==> src/rtl/fetch_queue_unit.sv <==
// fetch_queue_unit
// Pipelined instruction prefetch engine. Keeps its own fetch PC, issues up to
// MAX_OUTST in-order requests to instruction memory over req/rdy/valid, and
// buffers the returned words together with their PCs in a DEPTH-entry queue
// that feeds decode. A taken branch/jump redirects fetch, flushes the queue
// and discards responses that were already in flight.
//
// Ports:
//   clk           rising-edge clock
//   rst           asynchronous, active-low reset
//   brjmp_taken   redirect request from execute
//   brjmp_target  redirect address (bits [1:0] forced to 0)
//   dec_ready     decode consumes the head instruction this cycle
//   imem_req      request to instruction memory
//   imem_addr     request address (the fetch PC)
//   imem_rdy      memory accepts the request this cycle
//   imem_valid    response word valid this cycle (in order)
//   imem_rdata    response word
//   ir            head instruction of the queue
//   ir_pc         PC of the head instruction
//   ir_valid      queue not empty
//   stall         no instruction available (!ir_valid)

module fetch_queue_unit #(
    parameter int                ADDR_W    = 32,
    parameter int                DATA_W    = 32,
    parameter int                DEPTH     = 4,
    parameter int                MAX_OUTST = 2,
    parameter logic [ADDR_W-1:0] RESET_PC  = '0
) (
    input  logic              clk,
    input  logic              rst,
    input  logic              brjmp_taken,
    input  logic [ADDR_W-1:0] brjmp_target,
    input  logic              dec_ready,
    output logic              imem_req,
    output logic [ADDR_W-1:0] imem_addr,
    input  logic              imem_rdy,
    input  logic              imem_valid,
    input  logic [DATA_W-1:0] imem_rdata,
    output logic [DATA_W-1:0] ir,
    output logic [ADDR_W-1:0] ir_pc,
    output logic              ir_valid,
    output logic              stall
);

    localparam int PTR_W = (DEPTH > 1) ? $clog2(DEPTH) : 1;
    localparam int OCC_W = $clog2(DEPTH + 1);
    localparam int OUT_W = $clog2(MAX_OUTST + 1);

    localparam logic [PTR_W-1:0] PTR_ONE = PTR_W'(1);
    localparam logic [OCC_W-1:0] OCC_ONE = OCC_W'(1);
    localparam logic [OUT_W-1:0] OUT_ONE = OUT_W'(1);
    localparam logic [ADDR_W-1:0] PC_STEP = ADDR_W'(4);

    logic [ADDR_W-1:0] fetch_pc;
    logic [ADDR_W-1:0] resp_pc;
    logic [DATA_W-1:0] q_data [DEPTH];
    logic [ADDR_W-1:0] q_pc   [DEPTH];
    logic [PTR_W-1:0]  head;
    logic [PTR_W-1:0]  tail;
    logic [OCC_W-1:0]  occupancy;
    logic [OUT_W-1:0]  outstanding;
    logic [OUT_W-1:0]  drop_cnt;

    logic [31:0]       credit_used;
    logic [ADDR_W-1:0] target_aligned;
    logic              accept;
    logic              resp;
    logic              push;
    logic              pop;

    // Request/credit logic. Credits count queue entries plus live (non-stale)
    // requests in flight, so every kept response is guaranteed a free slot.
    // A response seen with nothing outstanding belongs to a transaction
    // abandoned by reset and is ignored.
    always_comb begin
        target_aligned = {brjmp_target[ADDR_W-1:2], 2'b00};
        credit_used    = 32'(occupancy) + 32'(outstanding) - 32'(drop_cnt);
        imem_req       = rst && !brjmp_taken
                         && (32'(outstanding) < 32'(MAX_OUTST))
                         && (credit_used < 32'(DEPTH));
        accept         = imem_req && imem_rdy;
        resp           = imem_valid && (outstanding != '0);
        push           = resp && (drop_cnt == '0) && !brjmp_taken;
        pop            = ir_valid && dec_ready && !brjmp_taken;
        imem_addr      = fetch_pc;
        ir_valid       = (occupancy != '0);
        stall          = !ir_valid;
        ir             = q_data[head];
        ir_pc          = q_pc[head];
    end

    // Fetch and response PC tracking plus the in-flight counters. On a
    // redirect every request still outstanding becomes stale, so the drop
    // count is simply what remains outstanding after this cycle's response.
    always_ff @(posedge clk or negedge rst) begin
        if (!rst) begin
            fetch_pc    <= RESET_PC;
            resp_pc     <= RESET_PC;
            outstanding <= '0;
            drop_cnt    <= '0;
        end else begin
            if (brjmp_taken) begin
                fetch_pc <= target_aligned;
                resp_pc  <= target_aligned;
            end else begin
                if (accept) fetch_pc <= fetch_pc + PC_STEP;
                if (push)   resp_pc  <= resp_pc + PC_STEP;
            end

            case ({accept, resp})
                2'b10:   outstanding <= outstanding + OUT_ONE;
                2'b01:   outstanding <= outstanding - OUT_ONE;
                default: outstanding <= outstanding;
            endcase

            if (brjmp_taken)
                drop_cnt <= resp ? (outstanding - OUT_ONE) : outstanding;
            else if (resp && (drop_cnt != '0))
                drop_cnt <= drop_cnt - OUT_ONE;
        end
    end

    // Instruction queue storage. A redirect empties the queue and rewinds
    // both pointers; any pop or push in that cycle is suppressed.
    always_ff @(posedge clk or negedge rst) begin
        if (!rst) begin
            head      <= '0;
            tail      <= '0;
            occupancy <= '0;
            for (int i = 0; i < DEPTH; i++) begin
                q_data[i] <= '0;
                q_pc[i]   <= '0;
            end
        end else if (brjmp_taken) begin
            head      <= '0;
            tail      <= '0;
            occupancy <= '0;
        end else begin
            if (push) begin
                q_data[tail] <= imem_rdata;
                q_pc[tail]   <= resp_pc;
                tail         <= tail + PTR_ONE;
            end
            if (pop) head <= head + PTR_ONE;

            case ({push, pop})
                2'b10:   occupancy <= occupancy + OCC_ONE;
                2'b01:   occupancy <= occupancy - OCC_ONE;
                default: occupancy <= occupancy;
            endcase
        end
    end

    // The credit scheme must never let a kept response arrive at a full queue.
    no_overflow: assert property (@(posedge clk) disable iff (!rst)
        !(push && (occupancy == OCC_W'(DEPTH))));

endmodule
==> config.mk <==
export PLATFORM = sky130hd
export DESIGN_NAME = fetch_queue_unit
export DESIGN_NICKNAME = d
export VERILOG_FILES = /design/src/rtl/fetch_queue_unit.sv
export SDC_FILE = /design/constraint.sdc
export NUM_CORES = 1
export LEC_CHECK = 0
export ABC_AREA = 1
export BUFFER_PORTS_ARGS = -buffer_cell sky130_fd_sc_hd__buf_4
export CAP_MARGIN = 10
export CORE_ASPECT_RATIO = 1.1
export CORE_UTILIZATION = 30
export DETAILED_ROUTE_END_ITERATION = 7
export GPL_ROUTABILITY_DRIVEN = 0
export SLEW_MARGIN = 20
export SYNTH_ARGS = -nofsm -noshare
export SYNTH_HDL_FRONTEND = slang
export SYNTH_SLANG_ARGS = --single-unit
export TNS_END_PERCENT = 30
==> constraint.sdc <==
create_clock -name clk -period 2.1 [get_ports clk]
set_input_delay 0.21 -clock clk [delete_from_list [all_inputs] [get_ports clk]]
set_output_delay 0.21 -clock clk [all_outputs]
set_load 0.005 [all_outputs]
After elaboration in Yosys (flattened, before gate mapping). Cells that the tools add are included.

Reductions and logical operators: 24. Bitwise gates (word level): 3. $lt $le $gt $ge: 5. Eq/ne operators: 4. Add/sub/neg operators: 11. Multiplexer cells: 24.

Operator list (number): 32-bit two-way mux (9); 128-bit bitwise mux (2); 32-bit binary-select mux with 2-bit select (2); 32-bit by 3-bit adder with 32-bit output, second input constant (2); 32-bit demux with 2-bit select (1); 32-bit by 3-bit less-than comparator with 1-bit output, second input constant (1); 2-bit two-way mux (7); 2-bit nonzero test (7); 1-bit logical AND (11); 2-bit by 1-bit adder with 2-bit output, second input constant (3); 3-bit >= comparator, second input constant (2); 2-bit inverter with 3-bit output (2); 3-bit case mux with 2 select lines (1); 3-bit nonzero test (2); 4-bit by 2-bit subtractor with 5-bit output (1); 3-bit by 2-bit adder with 4-bit output (1); 2-bit by 1-bit equality test with 1-bit output, second input constant (2); 2-bit equality test, second input constant (2); 2-bit case mux with 2 select lines (1); 2-bit by 1-bit subtractor with 2-bit output, second input constant (2); 3-bit by 1-bit adder with 3-bit output, second input constant (1); 3-bit by 1-bit less-than comparator with 1-bit output, second input constant (1); 3-bit two-way mux (1); 3-bit by 1-bit subtractor with 3-bit output, second input constant (1); 5 further kinds (6).

Input bits: 70. Output and inout bits: 99. Bits in registers: 331. Logic and storage cells: 86.

Longest topological paths before layout. Gate-level depths: netlist (run 1).

Depth after elaboration: 7. Mapped depth: 14. Depth with buffers taken out: 13.

Least setup slack after synthesis (run 1). OpenSTA, ideal clock, no wires.

Path type: flip-flop to flip-flop. Start point: reg occupancy[1]. End point: reg outstanding[1]. Path buffers: 0. Path slack: -164 ps. Data arrival time: 2137 ps. Clock period less this slack: 2264 ps. Cell stages (with the launch flop): 13. Library setup time: 127 ps. Data required time: 1973 ps. Cells stage by stage: dfrtp_1 inv_1 fa_1 inv_1 ha_1 nand2_1 nor2_1 nor2_1 nor2_4 nand3_4 ha_1 nand2_1 o21ai_0.

Longest elaborated chain between the ends: 7. Elaborated cells on any way between the ends: 9. Those cells by class: 2 x add/sub; 1 x order compare; 2 x eq/ne; 1 x mux; 3 x reduce/logical.

Ends and longest elaborated chain: start, declared (line 62) `logic [OCC_W-1:0] occupancy;`; start signal, assigned (line 149) `2'b10: occupancy <= occupancy + OCC_ONE;`; start signal, assigned (line 150) `2'b01: occupancy <= occupancy - OCC_ONE;`; start signal, assigned (line 151) `default: occupancy <= occupancy;`; 3-bit by 2-bit adder with 4-bit output (*) (line 79) `credit_used = 32'(occupancy) + 32'(outstanding) - 32'(drop_cnt);`; 4-bit by 2-bit subtractor with 5-bit output (*) (line 79); 32-bit by 3-bit less-than comparator with 1-bit output (*) (line 82) `&& (credit_used < 32'(DEPTH));`; 1-bit logical AND (*) (line 82); 1-bit logical AND (*) (line 83) `accept = imem_req && imem_rdy;`; 2-bit by 1-bit equality test with 1-bit output / 2-bit equality test (equally long branches) (line 112) `case ({accept, resp})`; 2-bit case mux with 2 select lines / 2-bit nonzero test (equally long branches); end signal, assigned (line 113) `2'b10: outstanding <= outstanding + OUT_ONE;`; end signal, assigned (line 114) `2'b01: outstanding <= outstanding - OUT_ONE;`; end signal, assigned (line 115) `default: outstanding <= outstanding;`; end, declared (line 63) `logic [OUT_W-1:0] outstanding;`.

Every way passes the cells marked *; elsewhere a longest branch is shown, timed or not. A chain may end at the register's enable or synchronous reset.

Worst setup path after layout (run 1).
Start point: reg drop_cnt[1]. End point: out imem_req.

Longest elaborated chain between the ends: 3.

Ends and longest elaborated chain: start, declared (line 64) `logic [OUT_W-1:0] drop_cnt;`; start signal, assigned (line 119) `drop_cnt <= resp ? (outstanding - OUT_ONE) : outstanding;`; start signal, assigned (line 121) `drop_cnt <= drop_cnt - OUT_ONE;`; 4-bit by 2-bit subtractor with 5-bit output (line 79); 32-bit by 3-bit less-than comparator with 1-bit output (line 82); 1-bit logical AND (line 82); end, declared (line 36) `output logic imem_req,`.

No other way between the ends.

==> impl_metrics.ini, run 1 <==
[route]
vias = 13800
antenna_left = 0
finalWirelength_mm = 45.2
drtPass1Iterations = 5
drcViolationCount = 0
drtIter0Drc = 1088
drt-wirelength-per-cell_um = 15.9
vias_per_cell = 4.89

[pwr]
p_int_mw = 15.3
vdd_drop_max_mv = 0.631
p_per_area_mw_per_mm2 = 1170
power_frac_seq_pct = 36.9
combPwrFrac_pct = 34.2
p_leak_nw = 9.44
p_clk_share_pct = 28.9
swShare_pct = 34.0
power.net_switching_mw = 7.88

[yosys]
synth_cells = 1924
netlist_area_mm2 = 0.0154
synth_top_area_share_pct = 51.8
synth_most_common_cell = nand2_1
ys_top_cells_by_count = 492 x nand2_1, 319 x dfrtp_1, 217 x o21ai_0, 201 x nor2_1, 183 x o21ai_1
synthFlopType = dfrtp_1
synth_async_sr_flop_share_pct = 100
yosysUniqueCellTypes = 44
synthTopCellsByArea = dfrtp_1 52%, nand2_1 12%, o21ai_0 7.0%, o21ai_1 5.9%, nor2_1 4.9%
synth.avg_cell_area_um2 = 8.02
yosysWarnings = 0
synth.largest_area_cell = dfrtp_1
synth_seq_cells = 319
synth_edf_count = 0
synth-seq-area-share_pct = 51.8

[clock_network]
cts-root-buf = clkbuf_16
numCtsBuffers = 38
cts_tree = done
clock_latency_ps = 550
cts.sinks = 319
clk_pin_slew_ps = 60
clockBufferDepth = 3
h-tree-depth = 2

[setup_path]
crit_type = reg2out
crit_path_max_incr_delay_ps = 550
end_kind = output port
crit_chain = fa_1, inv_2, ha_4, nand2_2, nor2_4, nor2_2, nor2_4, buf_4, nand2_1, inv_1, buf_4
critPathRequiredTime_ps = 1890
critical_path_arrival_ps = 2360
cp_slowest_cell = fa_1
path_max_fanout = 2
start_kind = flop

[placed_design]
place_hpwl_mm = 29.5
port-buffer-count = 162
dpl-instance-area_mm2 = 0.0176

[layout]
area_growth_pct = 29.0
final_util_pct = 39.4
drive_gt1_share_pct = 16.3
stdcell_area_mm2 = 0.0199
layout.nets = 2230
antenna_cells = 0
num-fill-cells = 5060

[job]
max_cap_viol_count = 0

[grt]
antenna_found_initial = 0
grt_max_degree = 96
grt_pass1_vias = 13500
grt_pass1_wl_mm = 72.4
grt_overflow_total = 0
grt_usage_pct = 17.5

[sta]
timing.final.crit_period_ps = 2570
drv_slew = 0
setup_slack_ps = -473
fin_crit_sh_pct = 123
hold_viol_final = 0
clock.fmax_mhz = 389
fin_worst_skew_ps = 24.7
maxSlewHeadroom_pct = 52.6
worst_pin_slew_ps = 712
setup_viol_count_final = 42
rsz0062_at_grt = true

[outcome]
status = finished with violations
violations = setup timing

[die]
fp.dieArea_mm2 = 0.0523
core_area_mm2 = 0.0505
die_w_um = 218
rows = 86
initial_core_util_pct = 30.6
die_h_um = 240
io-pin-count = 169

[min_path]
hp-class = in2reg
## through the flow
step	setup WS (ps)	power [mW]	hold WS (ps)	TNS (ps)	instances
after floorplan	-82.8	12.5	-85.6	-1870	1927
after global placement	-191	15.9	64.6	-5350	2693
after detailed placement	-236	16.1	66.4	-6320	2693
after CTS	-516	23.5	27.5	-11480	2834
after global routing	-584	24.8	51.7	-17190	2834
final	-473	23.2	70.7	-11100	2834
## worst max-delay path: cells and delay by family (launching register included)
| kind | cells | cell delay, ps |
|---|---|---|
| fa+ha+maj | 2 | 810 |
| buf+inv | 4 | 290 |
| flops | 1 | 400 |
| simple gates | 5 | 330 |
## layer usage
metal | wire length (um) | track usage (%)
met5 | 0 | 0
met4 | 1080 | 5.30
met3 | 2590 | 3.56
met2 | 20900 | 28.4
met1 | 20700 | 23.2
## state kept, by name, indices dropped and copies added (netlist names)
| signal | flops |
|---|---|
| occupancy | 3 |
| outstanding | 2 |
| drop_cnt | 2 |
| q_pc | 120 |
| head | 2 |
| tail | 2 |
| q_data | 128 |
| resp_pc | 30 |
| imem_addr | 30 |
## layout make-up
cell class	count	area [um^2]	share of cell area (%)
flip-flops and latches	319	7990	40.2
multi-input cells	1365	6630	33.3
repair buffers	288	2630	13.2
clock buffers	58	1170	5.87
well taps	660	826	4.15
inverters	131	515	2.59
clock inverters	11	116	0.585
repair inverters	2	27.5	0.138
## final timing paths
kind | endpoint | cells after the start | slack [ps] | start
worst max-delay path | imem_req | 11 | -470 | drop_cnt[1]$_DFFE_PN0P_
worst min-delay path | resp_pc[3]$_DFFE_PN0N_ | 3 | 70 | brjmp_target[3]
worst max register to register | imem_addr[31]$_DFFE_PN0P_ | 15 | -360 | drop_cnt[1]$_DFFE_PN0P_
worst min register to register | q_data[32]$_DFFE_PN0P_ | 2 | 480 | q_data[32]$_DFFE_PN0P_
max in group asynchronous | q_data[14]$_DFFE_PN0P_ | 3 | 1010 | rst
min in group asynchronous | q_pc[76]$_DFFE_PN0P_ | 2 | 110 | rst
## power groups by stage
stage,Combinational [mW],Clock (mW),Sequential [mW]
final,7.94,6.69,8.57
after global routing,8.91,7.13,8.75
after CTS,8.01,6.90,8.54
after detailed placement,7.52,0,8.61
after global placement,7.37,0,8.57
after floorplan,4.13,0,8.37
## repair_timing
item / CTS / global route
setup buffers: 5 / 0
hold buffers: 63 / 0
setup endpoints to repair: 80 / 94
gates resized for setup: 53 / 11
cloned: 4 / 0
endpoints found under the hold margin: 441 / 0
pin swaps: 10 / 2
## layout by cell type, fill, tap and decap left out, types with 5 or more instances in the layout
cell           synthesis  layout
xnor2_1                8       7
clkinv_2               1       6
nand2_4                4       6
xor2_1                17      17
a21oi_1               19      19
nor2_4                 4       5
nor2_1               201     199
dfrtp_1              319     317
clkbuf_16              0      39
inv_1                127     124
nand4_1               10      10
o211ai_1               9       9
nand3_2                1      12
o21ai_0              217     212
o22ai_2                0       9
nor3_1                 7       7
buf_4                  9     198
clkbuf_1              58       7
dlygate4sd3_1          0      63
nand2_2                3      10
o22ai_1               62      53
ha_1                  13      10
buf_12                 0      17
nand3_1               83      72
nand2_1              492     482
clkbuf_8               0      12
o21ai_1              183     188
buf_6                  7       5
## cells by family after synthesis
group,count (synthesis),share of synthesized area (%)
flip-flops,319,51.8
AO/OA/AOI/OAI,504,17.2
adder cells (fa/ha/maj),15,1.31
other,1,0.0243
XOR/XNOR,25,1.42
buffers and inverters,243,6.72
AND/OR/NAND/NOR,817,21.5
Note: power is estimated with default switching activity, not from simulation.
==> inputs of run 2 (changes only) <==
--- a/config.mk
+++ b/config.mk
@@ -5,13 +5,13 @@
 export SDC_FILE = /design/constraint.sdc
 export NUM_CORES = 1
 export LEC_CHECK = 0
-export ABC_AREA = 1
 export BUFFER_PORTS_ARGS = -buffer_cell sky130_fd_sc_hd__buf_4
 export CAP_MARGIN = 10
 export CORE_ASPECT_RATIO = 1.1
-export CORE_UTILIZATION = 30
+export CORE_UTILIZATION = 53
 export DETAILED_ROUTE_END_ITERATION = 7
 export GPL_ROUTABILITY_DRIVEN = 0
+export PLACE_DENSITY = 0.76
 export SLEW_MARGIN = 20
 export SYNTH_ARGS = -nofsm -noshare
 export SYNTH_HDL_FRONTEND = slang
==> constraint.sdc (replaced) <==
create_clock -name clk -period 2.1 [get_ports clk]
set_input_delay 0.63 -clock clk [delete_from_list [all_inputs] [get_ports clk]]
set_output_delay 0.63 -clock clk [all_outputs]
set_load 0.005 [all_outputs]
==> impl_metrics.ini, run 2 <==
[yosys]
synth_seq_cells = 319
synth.largest_area_cell = dfrtp_1
yosysWarnings = 0
synth_top_area_share_pct = 53.0
netlist_area_mm2 = 0.0151
synth.avg_cell_area_um2 = 14.0
synth-seq-area-share_pct = 53.0
synth_cells = 1079
synthFlopType = dfrtp_1
synth_most_common_cell = dfrtp_1
yosysUniqueCellTypes = 51
synth_async_sr_flop_share_pct = 100
synthTopCellsByArea = dfrtp_1 53%, mux2_2 20%, mux4_2 9.3%, xnor2_1 1.8%, clkbuf_1 1.5%
synth_edf_count = 0
ys_top_cells_by_count = 319 x dfrtp_1, 262 x mux2_2, 62 x mux4_2, 59 x clkbuf_1, 42 x nand2_1

[die]
io-pin-count = 169
die_w_um = 163
die_h_um = 179
core_area_mm2 = 0.0279
initial_core_util_pct = 54.0
fp.dieArea_mm2 = 0.0291
rows = 64

[route]
drt-wirelength-per-cell_um = 20.4
finalWirelength_mm = 35.2
vias_per_cell = 5.84
vias = 10100
drcViolationCount = 0
drtIter0Drc = 553
drtPass1Iterations = 4
antenna_left = 0

[outcome]
status = finished with violations
violations = setup timing

[placed_design]
place_hpwl_mm = 22.4
port-buffer-count = 162
pre_cts_ws_ps = -1040
place_inst = 1630

[sta]
finalSetupTns_ps = -69590
maxSlewHeadroom_pct = 35.8
hold_ws_ps = 53.8
setup_slack_ps = -1310
timing.final.crit_period_ps = 3410
rsz0062_at_grt = true
drv_slew = 0
clock.fmax_mhz = 293
worst_pin_slew_ps = 962
fin_crit_sh_pct = 162
fin_worst_skew_ps = 19.4
setup_viol_count_final = 100
hold_viol_final = 0

[clock_network]
cts.sinks = 319
clockBufferDepth = 3
numCtsBuffers = 35
h-tree-depth = 2
cts_tree = done
cts-root-buf = clkbuf_16
clk_pin_slew_ps = 60
clock_latency_ps = 520
cts-hold-fix-buffers = 0

[setup_path]
crit_type = reg2out
end_kind = output port
worstReg2RegStart = occupancy[1]$_DFFE_PN0P_
critical_path_arrival_ps = 2780
r2r_slack_ps = -1280
start_kind = flop
r2r-end = imem_addr[16]$_DFFE_PN0P_
path_max_fanout = 2
r2r_cells = 16
critPathRequiredTime_ps = 1470

[grt]
grt_pass1_wl_mm = 55.9
grt_overflow_total = 0
grt_usage_pct = 24.5
antenna_found_initial = 0
grt_pass1_vias = 10700
grt_max_degree = 120

[layout]
num-fill-cells = 1870
area_growth_pct = 29.5
antenna_cells = 0
reg_top3 = q_data x128, q_pc x120
layout.nets = 1417
top_register = q_data
final_common_cell = dfrtp_1
stdcell_count = 1720
largest_register_ffs = 128
drive_gt1_share_pct = 53.4
layout_common_cells = 317 x dfrtp_1, 258 x mux2_2, 182 x buf_4

[min_path]
hp-class = in2async

[pwr]
p_clk_share_pct = 26.3
p_int_mw = 16.1
p_per_area_mw_per_mm2 = 1150
vdd_drop_max_mv = 0.826
combPwrFrac_pct = 36.1
p_leak_nw = 9.03
swShare_pct = 28.3
power_frac_seq_pct = 37.6
p_total_mw = 22.5
power.net_switching_mw = 6.36

[job]
max_cap_viol_count = 0
run 2: cells by family (layout without fill, tap and decap cells):
logic type      Yosys count  after routing  share of synthesized area (%)
flops                   319            319                           53.0
other cells               1              4                         0.0249
simple gates            190            190                           7.05
compound gates           83             83                           4.18
fa+ha+maj                15             15                           1.35
xor+xnor                 41             41                           2.39
buf+inv                  98            373                           2.59
mux                     332            332                           29.4
run 2: how the worst max path moves through the flow:
stage / from / slack (ps) / to
floorplan: outstanding[1]$_DFFE_PN0P_ / -1080 / imem_addr[29]$_DFFE_PN0P_
global placement: drop_cnt[1]$_DFFE_PN0P_ / -980 / imem_addr[29]$_DFFE_PN0P_
detailed placement: drop_cnt[1]$_DFFE_PN0P_ / -1040 / imem_addr[29]$_DFFE_PN0P_
CTS: drop_cnt[1]$_DFFE_PN0P_ / -1330 / imem_req
global route: occupancy[1]$_DFFE_PN0P_ / -1400 / imem_req
finish: occupancy[1]$_DFFE_PN0P_ / -1310 / imem_req
run 2: metal layers:
| layer | wire length, um | track usage (%) |
|---|---|---|
| met1 | 15100 | 32.0 |
| met2 | 17700 | 42.3 |
| met3 | 1650 | 3.96 |
| met4 | 677 | 6.81 |
| met5 | 0 | 0 |
run 2: final cells by class:
type / count / area (um^2) / share of cell area [%]
flip-flops and latches: 319 / 7990 / 41.0
multi-input cells: 665 / 7040 / 36.1
repair buffers: 290 / 2820 / 14.4
clock buffers: 51 / 1020 / 5.22
well taps: 363 / 454 / 2.33
clock inverters: 11 / 98.8 / 0.507
inverters: 21 / 78.8 / 0.404
run 2: power groups by stage:
stage	clock (mW)	combinational [mW]	sequential, mW
6_report	5.93	8.12	8.45
5_1_grt	6.30	8.70	8.63
4_1_cts	6.06	7.66	8.43
3_5_place_dp	0	6.84	8.50
3_3_place_gp	0	6.63	8.41
2_1_floorplan	0	3.89	8.25
run 2: what timing repair did:
action	4_1_cts	5_1_grt
buffers inserted	11	15
cloned	5	1
endpoints found under the setup margin	149	353
gates resized for setup	90	77
pin swaps	20	16
run 2: stage by stage:
| stage | area, um^2 | util, % |
|---|---|---|
| after CTS | 19100 | 68.6 |
| after detailed placement | 17400 | 62.3 |
| after global routing | 19500 | 70.0 |
| after global placement | 17400 | 62.3 |
| after floorplan | 15100 | - |
| final | 19500 | 70.0 |
run 2: critical path, stage by stage (launching register included):
cell and delay (ps):
dfrtp_1 360, inv_2 50, fa_2 400, inv_2 80
ha_4 190, or4b_4 480, or4_4 440, a21oi_2 140
buf_4 120
